$ cat src/rtl/mux_result_dispatch.sv
// Purpose: 1-to-4 result dispatcher; one held word is routed to the channel picked by S, with per-channel delivery counters.
// Latency: 1 cycle from input accept to DaljaValidN. Sustains one word per cycle when the destination is ready.
// Backpressure: HyrjaReady follows DaljaReady of the held destination, so a stalled channel stalls the input.
module mux_result_dispatch #(
    parameter int WIDTH = 16
) (
    input  logic             Clock,
    input  logic             Reset,
    input  logic [WIDTH-1:0] Hyrja,
    input  logic [1:0]       S,
    input  logic             HyrjaValid,
    output logic             HyrjaReady,
    output logic [WIDTH-1:0] Dalja0,
    output logic [WIDTH-1:0] Dalja1,
    output logic [WIDTH-1:0] Dalja2,
    output logic [WIDTH-1:0] Dalja3,
    output logic             DaljaValid0,
    output logic             DaljaValid1,
    output logic             DaljaValid2,
    output logic             DaljaValid3,
    input  logic             DaljaReady0,
    input  logic             DaljaReady1,
    input  logic             DaljaReady2,
    input  logic             DaljaReady3,
    output logic [7:0]       Numero0,
    output logic [7:0]       Numero1,
    output logic [7:0]       Numero2,
    output logic [7:0]       Numero3
);

    typedef enum logic {
        IDLE = 1'b0,
        BUSY = 1'b1
    } state_t;

    state_t           state_q, state_d;
    logic [WIDTH-1:0] data_q, data_d;
    logic [1:0]       dest_q, dest_d;
    logic [3:0][7:0]  numero_q, numero_d;

    logic [3:0] rdy_vec;
    logic [3:0] vld_vec;
    logic       sel_rdy;
    logic       busy;
    logic       in_hs;
    logic       out_hs;

    // Only the ready of the held destination matters; the other three are ignored.
    always_comb begin
        rdy_vec    = {DaljaReady3, DaljaReady2, DaljaReady1, DaljaReady0};
        busy       = (state_q == BUSY);
        sel_rdy    = rdy_vec[dest_q];
        out_hs     = busy & sel_rdy;
        HyrjaReady = ~Reset & (~busy | sel_rdy);
        in_hs      = HyrjaValid & HyrjaReady;
        vld_vec    = busy ? (4'b0001 << dest_q) : 4'b0000;
    end

    always_comb begin
        state_d  = state_q;
        data_d   = data_q;
        dest_d   = dest_q;
        numero_d = numero_q;
        case (state_q)
            IDLE: begin
                if (in_hs) begin
                    state_d = BUSY;
                    data_d  = Hyrja;
                    dest_d  = S;
                end
            end
            BUSY: begin
                // Accepting while delivering reloads the register, so back-to-back streams never bubble.
                if (in_hs) begin
                    data_d = Hyrja;
                    dest_d = S;
                end else if (out_hs) begin
                    state_d = IDLE;
                end
            end
            default: state_d = IDLE;
        endcase
        if (out_hs) begin
            numero_d[dest_q] = numero_q[dest_q] + 8'd1;
        end
    end

    always_ff @(posedge Clock) begin
        if (Reset) begin
            state_q  <= IDLE;
            data_q   <= '0;
            dest_q   <= 2'd0;
            numero_q <= '0;
        end else begin
            state_q  <= state_d;
            data_q   <= data_d;
            dest_q   <= dest_d;
            numero_q <= numero_d;
        end
    end

    assign DaljaValid0 = vld_vec[0];
    assign DaljaValid1 = vld_vec[1];
    assign DaljaValid2 = vld_vec[2];
    assign DaljaValid3 = vld_vec[3];

    assign Dalja0 = vld_vec[0] ? data_q : '0;
    assign Dalja1 = vld_vec[1] ? data_q : '0;
    assign Dalja2 = vld_vec[2] ? data_q : '0;
    assign Dalja3 = vld_vec[3] ? data_q : '0;

    assign Numero0 = numero_q[0];
    assign Numero1 = numero_q[1];
    assign Numero2 = numero_q[2];
    assign Numero3 = numero_q[3];

endmodule

$ cat config.mk
export PLATFORM = sky130hd
export DESIGN_NAME = mux_result_dispatch
export DESIGN_NICKNAME = d
export VERILOG_FILES = /design/src/rtl/mux_result_dispatch.sv
export SDC_FILE = /design/constraint.sdc
export NUM_CORES = 1
export LEC_CHECK = 0
export ABC_AREA = 1
export ABC_CLOCK_PERIOD_IN_PS = 1700
export CORE_ASPECT_RATIO = 0.6
export CORE_MARGIN = 8
export CORE_UTILIZATION = 43
export DETAILED_ROUTE_END_ITERATION = 7
export GPL_ROUTABILITY_DRIVEN = 0
export HOLD_SLACK_MARGIN = 0.03
export PLACE_DENSITY_LB_ADDON = 0.15
export SETUP_SLACK_MARGIN = 0.1
export SYNTH_ARGS = -nofsm -noshare
export SYNTH_HDL_FRONTEND = slang
export SYNTH_SLANG_ARGS = --single-unit
$ cat constraint.sdc
create_clock -name Clock -period 1.7 [get_ports Clock]
set_input_delay 0.34 -clock Clock [delete_from_list [all_inputs] [get_ports Clock]]
set_output_delay 0.34 -clock Clock [all_outputs]
set_load 0.005 [all_outputs]
### Word-level counts from Yosys, hierarchy flattened

Cells that the tools add are included.

| cells by class | value |
|---|---|
| add/subtract/negate cells | 1 |
| $lt $le $gt $ge | 2 |
| bitwise logic cells | 6 |
| shifts and indexed selects | 1 |
| reduce and logical (&&, ||, !) cells | 1 |
| multiplexer cells | 18 |

Operators by type and width:

| operator | number |
|---|---|
| 16-bit two-way mux | 5 |
| 32-bit bitwise mux | 1 |
| 8-bit binary-select mux with 2-bit select | 1 |
| 8-bit demux with 2-bit select | 1 |
| 8-bit two-way mux | 2 |
| 8-bit by 1-bit adder with 8-bit output, second input constant | 1 |
| 1-bit two-way mux | 4 |
| 4-bit two-way mux | 1 |
| 1-bit by 2-bit left shift with 4-bit output, first input constant | 1 |
| 1-bit AND | 3 |
| 2-bit by 3-bit < comparator with 1-bit output, second input constant | 1 |
| 1-bit binary-select mux with 2-bit select | 1 |
| 2-bit by 1-bit >= comparator with 1-bit output, second input constant | 1 |
| 2-bit two-way mux | 1 |
| 1-bit NOT | 2 |
| 1-bit case mux with 2 select lines | 1 |
| 1-bit logical AND | 1 |
| 1-bit OR | 1 |

| word-level totals | value |
|---|---|
| output and inout bits | 101 |
| input bits | 25 |
| bits in registers | 51 |

### Logic depth before layout (Yosys ltp)

| depth | value |
|---|---|
| word-level depth | 7 |
| depth in mapped cells | 14 |
| gate-level depth less buffers | 13 |

### Least setup slack after synthesis

No wires, ideal clock.

| timing | value |
|---|---|
| path kind | register to output |
| start | reg dest_q[0] |
| end | out Dalja1[10] |
| path slack | 0.124 ns |
| cell stages (with the launch flop) | 7 |
| arrival | 1.236 ns |
| cells stage by stage | dfxtp_1 -> buf_6 -> nand2_2 -> nor2_1 -> inv_1 -> clkbuf_1 -> nor2_1 |

| on the way | value |
|---|---|
| word-level cells in the longest chain between the ends | 3 |

Ends and longest elaborated chain:

| item | RTL line | source |
|---|---|---|
| start: declaration | 38 | `logic [1:0] dest_q, dest_d;` |
| start signal: assignment | 97 | `dest_q <= dest_d;` |
| 1-bit by 2-bit left shift with 4-bit output | 56 | `vld_vec = busy ? (4'b0001 << dest_q) : 4'b0000;` |
| 4-bit two-way mux | 56 |  |
| net DaljaValid1 | 18 | `output logic DaljaValid1,` |
| 16-bit two-way mux | 108 | `assign Dalja1 = vld_vec[1] ? data_q : '0;` |
| end: declaration | 14 | `output logic [WIDTH-1:0] Dalja1,` |

The timed path passes the listed nets, and every way through them passes these cells.

### Final worst setup path

| timing | value |
|---|---|
| start | reg dest_q[0] |
| end | reg numero_q, in the netlist Numero3[7] |

| on the way | value |
|---|---|
| word-level cells in the longest chain between the ends | 5 |
| elaborated cells between the ends (all ways) | 12 |

Ends and longest elaborated chain:

| item | RTL line | source |
|---|---|---|
| branches (longest 5 deep; another with 8-bit by 1-bit adder with 8-bit output) | n/a |  |
| end signal: assignment | 98 | `numero_q <= numero_d;` |
| end: declaration | 39 | `logic [3:0][7:0] numero_q, numero_d;` |

Several ways; the timed one is not identified. The select of a mux whose other input is x is not followed.
A chain may end at the register's enable or synchronous reset.

==> implementation parameters <==
Parameter                              Value

Status
  Result of the run    finished with violations
  Violated checks    setup timing

Layout
  Finished Cell Area    5640 um^2
  Final #Nets    676
  Diodes inserted    0
  FILL cells    333
  Share of post-route cells with drive strength above 1    53.3%
  Signed area change from the synthesized netlist to the final layout    95.4%

Floorplan
  DIE HEIGHT    79.5 um
  Die Area    9680 um^2
  Initial Utilization    43.8%
  Core Region    6590 um^2
  Number of top-level pins    126
  Width of the die    122 um
  FP Rows    23

Logic synthesis
  Portion of the post-synthesis area used by sequential elements    35.4%
  Dominant cell type by area after synthesis    sky130_fd_sc_hd__dfxtp_1
  Synth Area per Inst    6.22 um^2
  Count of unique library cells instantiated by Yosys    24
  Synth warn    0
  Main flop type after synthesis    sky130_fd_sc_hd__dfxtp_1
  Cells after Synth    464
  Post-synth design cell area    2890 um^2
  Top cell type's share of synthesized area    35.4%
  Synthesized flop and latch total    51
  Nets in the synthesized netlist    490
  Dominant cell by count in the synthesized netlist    sky130_fd_sc_hd__nand2_1
  Number of enable-type register cells in the synthesized netlist    0
  Most frequent cells after synthesis    sky130_fd_sc_hd__nand2_1, sky130_fd_sc_hd__nor2_1, sky130_fd_sc_hd__inv_1, sky130_fd_sc_hd__dfxtp_1, sky130_fd_sc_hd__o21ai_0
  Leading post-synthesis cells by cell area    sky130_fd_sc_hd__dfxtp_1, sky130_fd_sc_hd__nand2_1, sky130_fd_sc_hd__nor2_1
  Proportion of register bits with asynchronous set or reset after synthesis    0%

Power
  Power density of the placed cells    552 nW/um^2
  Gate power share    32.4%
  Max VDD drop    0.395 mV
  Net switching share of the total power    33.4%
  Switching component of the power    1.04 mW
  Overall Power    3.12 mW
  Static leakage    2.56 nW
  Reg power frac    41.7%
  Internal Power    2.07 mW
  Relative contribution of the clock network to total power    25.8%

Timing
  Fin Clk Skew    12.8 ps
  Tcrit/Tclk final    112%
  RSZ-0062 raised after global routing    true
  Transition time at the pin with the least slew margin    447 ps
  Minimum clock period    1900 ps
  Relative max-transition margin    70.2%
  Achievable Freq    525 MHz
  Worst setup margin    -204 ps
  Max Transition Viols Final    0
  Endpoints failing hold    0
  Setup violations, final    112

CTS
  Number of levels in the clock H-tree    2
  Clock Root Buffer    sky130_fd_sc_hd__clkbuf_8
  CTS sink count    51
  Clock tree from TritonCTS    yes
  Maximum count of clock buffers along a single path    2
  Clk_lat worst skew    320 ps
  Clock-pin transition on the worst setup and hold timing paths    100 ps
  Total clock buffers created by CTS    5

Drt
  Avg WL per Cell    21.0 um
  Final wirelength    15500 um
  Iteration-0 DRC Markers    500
  Vias per cell    5.57
  Routed vias    4108
  Count of unresolved DRC violations after routing    0
  Remaining antenna violation count    0
  TritonRoute pass-1 iters    5

GRT
  Maximum number of pins on one net before global-route repair    37
  First-pass GRT wire length    18200 um
  Number of global-route vias before repair    3474
  Gr usage total    23.3%
  Aggregate global routing overflow    0
  Initial antenna violation count    0

Critical path
  Kind of critical path    flip-flop to flip-flop
  Data arrival at the endpoint of the critical path    2130 ps
  Data required time of the worst path    1920 ps
  Buffers and inverters on the worst path    5
  Max Fanout on Critical Path    8
  Library cell appearing most often on the critical path    sky130_fd_sc_hd__nand2_2
  CP startpoint kind    flip-flop
  Critical Path Max Stage Delay    370 ps
  Critical Path, Cell by Cell    buf_8 -> inv_8 -> buf_8 -> buf_8 -> nand2_2 -> nand2_2 -> nand2_2 -> nand2_4 -> nand2_4 -> nor2_4 -> nand2_2 -> nand2_4 -> nand3_2 -> nand2_1 -> inv_1
  Endpoint kind of the worst setup timing path    flip-flop
  Gate family responsible for the most delay along the worst path    simple AND/OR/NAND/NOR gates
  Setup slack, reg-to-reg    -200 ps
  Critical-path cell with the highest stage delay    sky130_fd_sc_hd__dfxtp_4

Placed design
  Count of port buffers added during placement    125
  Post-DP HPWL    7940 um
  Place WS    -350 ps
  Post-DP Area    4460 um^2

Flow run
  MaxCap Viol Count    0

Hold path
  Kind of path behind the tightest hold check    flip-flop to flip-flop
layout by cell type, fill, tap and decap left out, types with 2 or more instances in the layout:
master                            count
sky130_fd_sc_hd__buf_4               36
sky130_fd_sc_hd__nand2_8              6
sky130_fd_sc_hd__inv_2                4
sky130_fd_sc_hd__nor2_2              35
sky130_fd_sc_hd__o21a_1               7
sky130_fd_sc_hd__nand2_4             15
sky130_fd_sc_hd__a21oi_1              9
sky130_fd_sc_hd__o21ai_1             14
sky130_fd_sc_hd__nor2_4              33
sky130_fd_sc_hd__nand2_1             79
sky130_fd_sc_hd__clkbuf_16            5
sky130_fd_sc_hd__inv_4                5
sky130_fd_sc_hd__buf_2               63
sky130_fd_sc_hd__nor2_1              39
sky130_fd_sc_hd__nand2_2             43
sky130_fd_sc_hd__buf_16               3
sky130_fd_sc_hd__o22ai_1              2
sky130_fd_sc_hd__o21ai_0              2
sky130_fd_sc_hd__dfxtp_4              2
sky130_fd_sc_hd__o21ai_2             13
sky130_fd_sc_hd__clkinv_8             5
sky130_fd_sc_hd__inv_1               47
sky130_fd_sc_hd__a21oi_2              3
sky130_fd_sc_hd__nand3_2             19
sky130_fd_sc_hd__inv_6                2
sky130_fd_sc_hd__dfxtp_1             41
sky130_fd_sc_hd__buf_12               6
sky130_fd_sc_hd__dlymetal6s2s_1       2
sky130_fd_sc_hd__dfxtp_2              8
sky130_fd_sc_hd__o21ai_4              2
sky130_fd_sc_hd__clkbuf_8             7
sky130_fd_sc_hd__nand3_1              6
sky130_fd_sc_hd__clkdlybuf4s50_1     54
sky130_fd_sc_hd__buf_6               21
sky130_fd_sc_hd__buf_8                7
logic make-up after synthesis:
family / count (synthesis) / synth area share (%)
buffers and inverters: 83 / 13.0
AO/OA/AOI/OAI: 52 / 9.97
adder cells (fa/ha/maj): 1 / 0.433
AND/OR/NAND/NOR: 277 / 41.2
flip-flops: 51 / 35.4
cell type report:
cell class / instances / area [um^2] / share of cell area (%)
Timing Repair inverter: 2 / 25.0 / 0.443
Timing Repair Buffer: 197 / 1820 / 32.3
Inverter: 63 / 312 / 5.52
Clock buffer: 8 / 100 / 1.77
Multi-Input combinational cell: 330 / 2240 / 39.7
Tap cell: 87 / 109 / 1.93
Sequential cell: 51 / 1040 / 18.4
per-layer routing:
metal	global-route usage, %	routed length, um	vias to the layer above
met4	7.10	642	0
met3	6.57	1970	77
met2	38.6	6970	329
met5	0	0	-
li1	-	-	1791
met1	28.7	5930	1911
registers in the layout, summed over array words and instances, names as in the netlist:
register and flops:
data_q 16, Numero0 8, Numero1 8, Numero2 8, Numero3 8, dest_q 2
busy 1
final timing paths:
kind / start / end / depth (start not counted)
setup / recovery: dest_q[0] / Numero3[7] / 15
hold / removal: data_q[7] / data_q[7] / 2
setup reg to reg: dest_q[0] / Numero3[7] / 15
hold reg to reg: data_q[7] / data_q[7] / 2
power by group through the flow:
stage / registers [mW] / logic (mW) / clock network [mW]
after detailed placement: 1.32 / 0.588 / 0
after global placement: 1.32 / 0.573 / 0
after CTS: 1.29 / 0.718 / 0.796
final: 1.30 / 1.01 / 0.804
after floorplan: 1.31 / 0.295 / 0
after global routing: 1.31 / 1.05 / 0.847
what timing repair did:
item	in CTS	in global routing
hold buffers	0	0
resized for setup	392	192
gates cloned	3	10
pin swaps	19	46
setup endpoints to repair	120	127
setup buffers	12	15
worst register-to-register path: stages, from the launching register on:
cell	delay (ps)
sky130_fd_sc_hd__dfxtp_4	370
sky130_fd_sc_hd__buf_8	130
sky130_fd_sc_hd__inv_8	70
sky130_fd_sc_hd__buf_8	140
sky130_fd_sc_hd__buf_8	140
sky130_fd_sc_hd__nand2_2	50
sky130_fd_sc_hd__nand2_2	70
sky130_fd_sc_hd__nand2_2	60
sky130_fd_sc_hd__nand2_4	130
sky130_fd_sc_hd__nand2_4	60
sky130_fd_sc_hd__nor2_4	150
sky130_fd_sc_hd__nand2_2	100
sky130_fd_sc_hd__nand2_4	100
sky130_fd_sc_hd__nand3_2	80
sky130_fd_sc_hd__nand2_1	90
sky130_fd_sc_hd__inv_1	50
metrics by stage:
step / utilization [%] / cells / hold slack, ps / TNS, ps
after floorplan: - / 464 / 446 / 0
after global placement: 67.7 / 695 / 462 / -13260
after detailed placement: 67.7 / 695 / 477 / -17880
after CTS: 72.3 / 716 / 492 / -6230
after global routing: 85.6 / 738 / 510 / -17840
final: 85.6 / 738 / 476 / -13210
(Power assumes the default switching activity.)
==> edit: new RTL, config.mk and constraints unchanged <==
Reset style: asynchronous (`Reset`), changed in one clocked block.
--- a/src/rtl/mux_result_dispatch.sv
+++ b/src/rtl/mux_result_dispatch.sv
@@ -87,3 +87,3 @@
 
-    always_ff @(posedge Clock) begin
+    always_ff @(posedge Clock or posedge Reset) begin
         if (Reset) begin
Formal check against the unedited RTL: differs if Reset is asserted again (counterexample within 4 cycles, from zero or initial values and one cycle with Reset high); with Reset held inactive, the same outputs for 10 cycles.
==> edit against the unedited design <==
The run still ends with setup timing left; cell count decreased by 5.1%; synthesized cell count decreased by 10%; design area increased by 5.5%; sequential cell count unchanged; count of clock-buffer cells in the layout decreased by 3; area after synthesis increased by 1.7%; setup slack got worse by 0.36 ns; sequential share of layout area increased by 3.1 points; non-clock buffer count increased by 4; wire length increased by 20%.
Power is not compared: it rests on default switching activity, and its combinational part moved more than twofold at a synthesized area within 25%.
==> edit: results (changes against the unedited design) <==
status: "complete, but fails checks"  # unchanged
violations: "setup timing"  # unchanged
synth_common_cells: "nand2_1, nor2_1, inv_1"  # unchanged
drive_gt1_frac: 0.556  # was 0.533
rr_worst_depth: 13  # was 15
worst_slack_ns: -0.563  # was -0.204 ns
nets: 638  # was 676
async_reset_ff_frac: 1.00  # was 0
min_to: "Numero2[3]"  # was data_q[7]
place_area_um2: 4480  # was 4460 um^2
dp_hpwl_um: 7700  # was 7940 um
rr_endpoint: "data_q[8]"  # was Numero3[7]
setup_viol: 120  # was 112
grt.total_usage: 0.277  # was 0.233
holdCritStartpoint: "Numero2[3]"  # was data_q[7]
viasPerCell: 6.08  # was 5.57
r2r-start: "dest_q[0]"  # unchanged
finalNonFillerCells: 700  # was 738
hold_ws_ns: 0.508  # was 0.476 ns
drtIter0Drc: 602  # was 500
fill_cells: 251  # was 333
cts.clk_slew.worst_paths_ns: 0.08  # was 0.10 ns
crit_end: "Dalja2[1]"  # was Numero3[7]
worstSetupStartpoint: "busy"  # was dest_q[0]
grt_pass1_vias: 3869  # was 3,474
[edit: cell count changes after synthesis, moves of 12 or more]
cell     change
a21oi_1     -12
dfrtp_1     +51
dfxtp_1     -51
nand2_1     +13
nor2_1      -29
o21ai_0     -21
o21ai_1     +29
[edit: repair_timing]
item	4_1_cts	5_1_grt
pin swaps	33	31
gates resized for setup	410	188
setup endpoints to repair	118	128
endpoints found under the hold margin	0	0
gates cloned	7	3
buffers inserted	37	12
[edit: logic make-up (layout without fill, tap and decap cells)]
kind of cell,after synthesis,in the layout,share of synthesized area
AO/OA/AOI/OAI,39,39,0.0737
XOR/XNOR,1,1,0.00554
flip-flops,51,51,0.434
AND/OR/NAND/NOR,251,251,0.371
adder cells (fa/ha/maj),1,1,0.00426
buffers and inverters,74,270,0.111
[edit: worst register-to-register path, stage by stage (launching register included)]
cell	delay (ns)
dfrtp_2	0.46
buf_6	0.15
nor2_4	0.14
inv_4	0.07
o22ai_4	0.22
nor2_8	0.07
nand2_4	0.09
buf_6	0.09
buf_6	0.10
nand3_4	0.13
buf_12	0.19
buf_12	0.15
nand2_1	0.08
o21ai_1	0.07
[edit: per-layer routing]
layer	wire, um	up-vias	GRT usage
li1	-	1658	-
met1	6380	1947	0.331
met2	8230	483	0.474
met3	2660	167	0.0798
met4	1420	0	0.0798
met5	0	-	0
[edit: power groups by stage]
stage	sequential [mW]	combinational (mW)	clock, mW
after floorplan	1.90	1.77	0
after global placement	1.92	3.43	0
after detailed placement	1.95	3.52	0
after CTS	1.92	4.81	1.17
after global routing	2.15	6.70	1.29
final	2.13	6.50	1.23
[edit: area by class of cell]
type,count,share of cell area
multi-input combinational,292,0.368
clock inverter,3,0.00735
clock buffer,5,0.0210
tap,87,0.0183
timing repair inverter,2,0.00231
sequential,51,0.215
inverter,59,0.0429
timing repair buffer,201,0.326
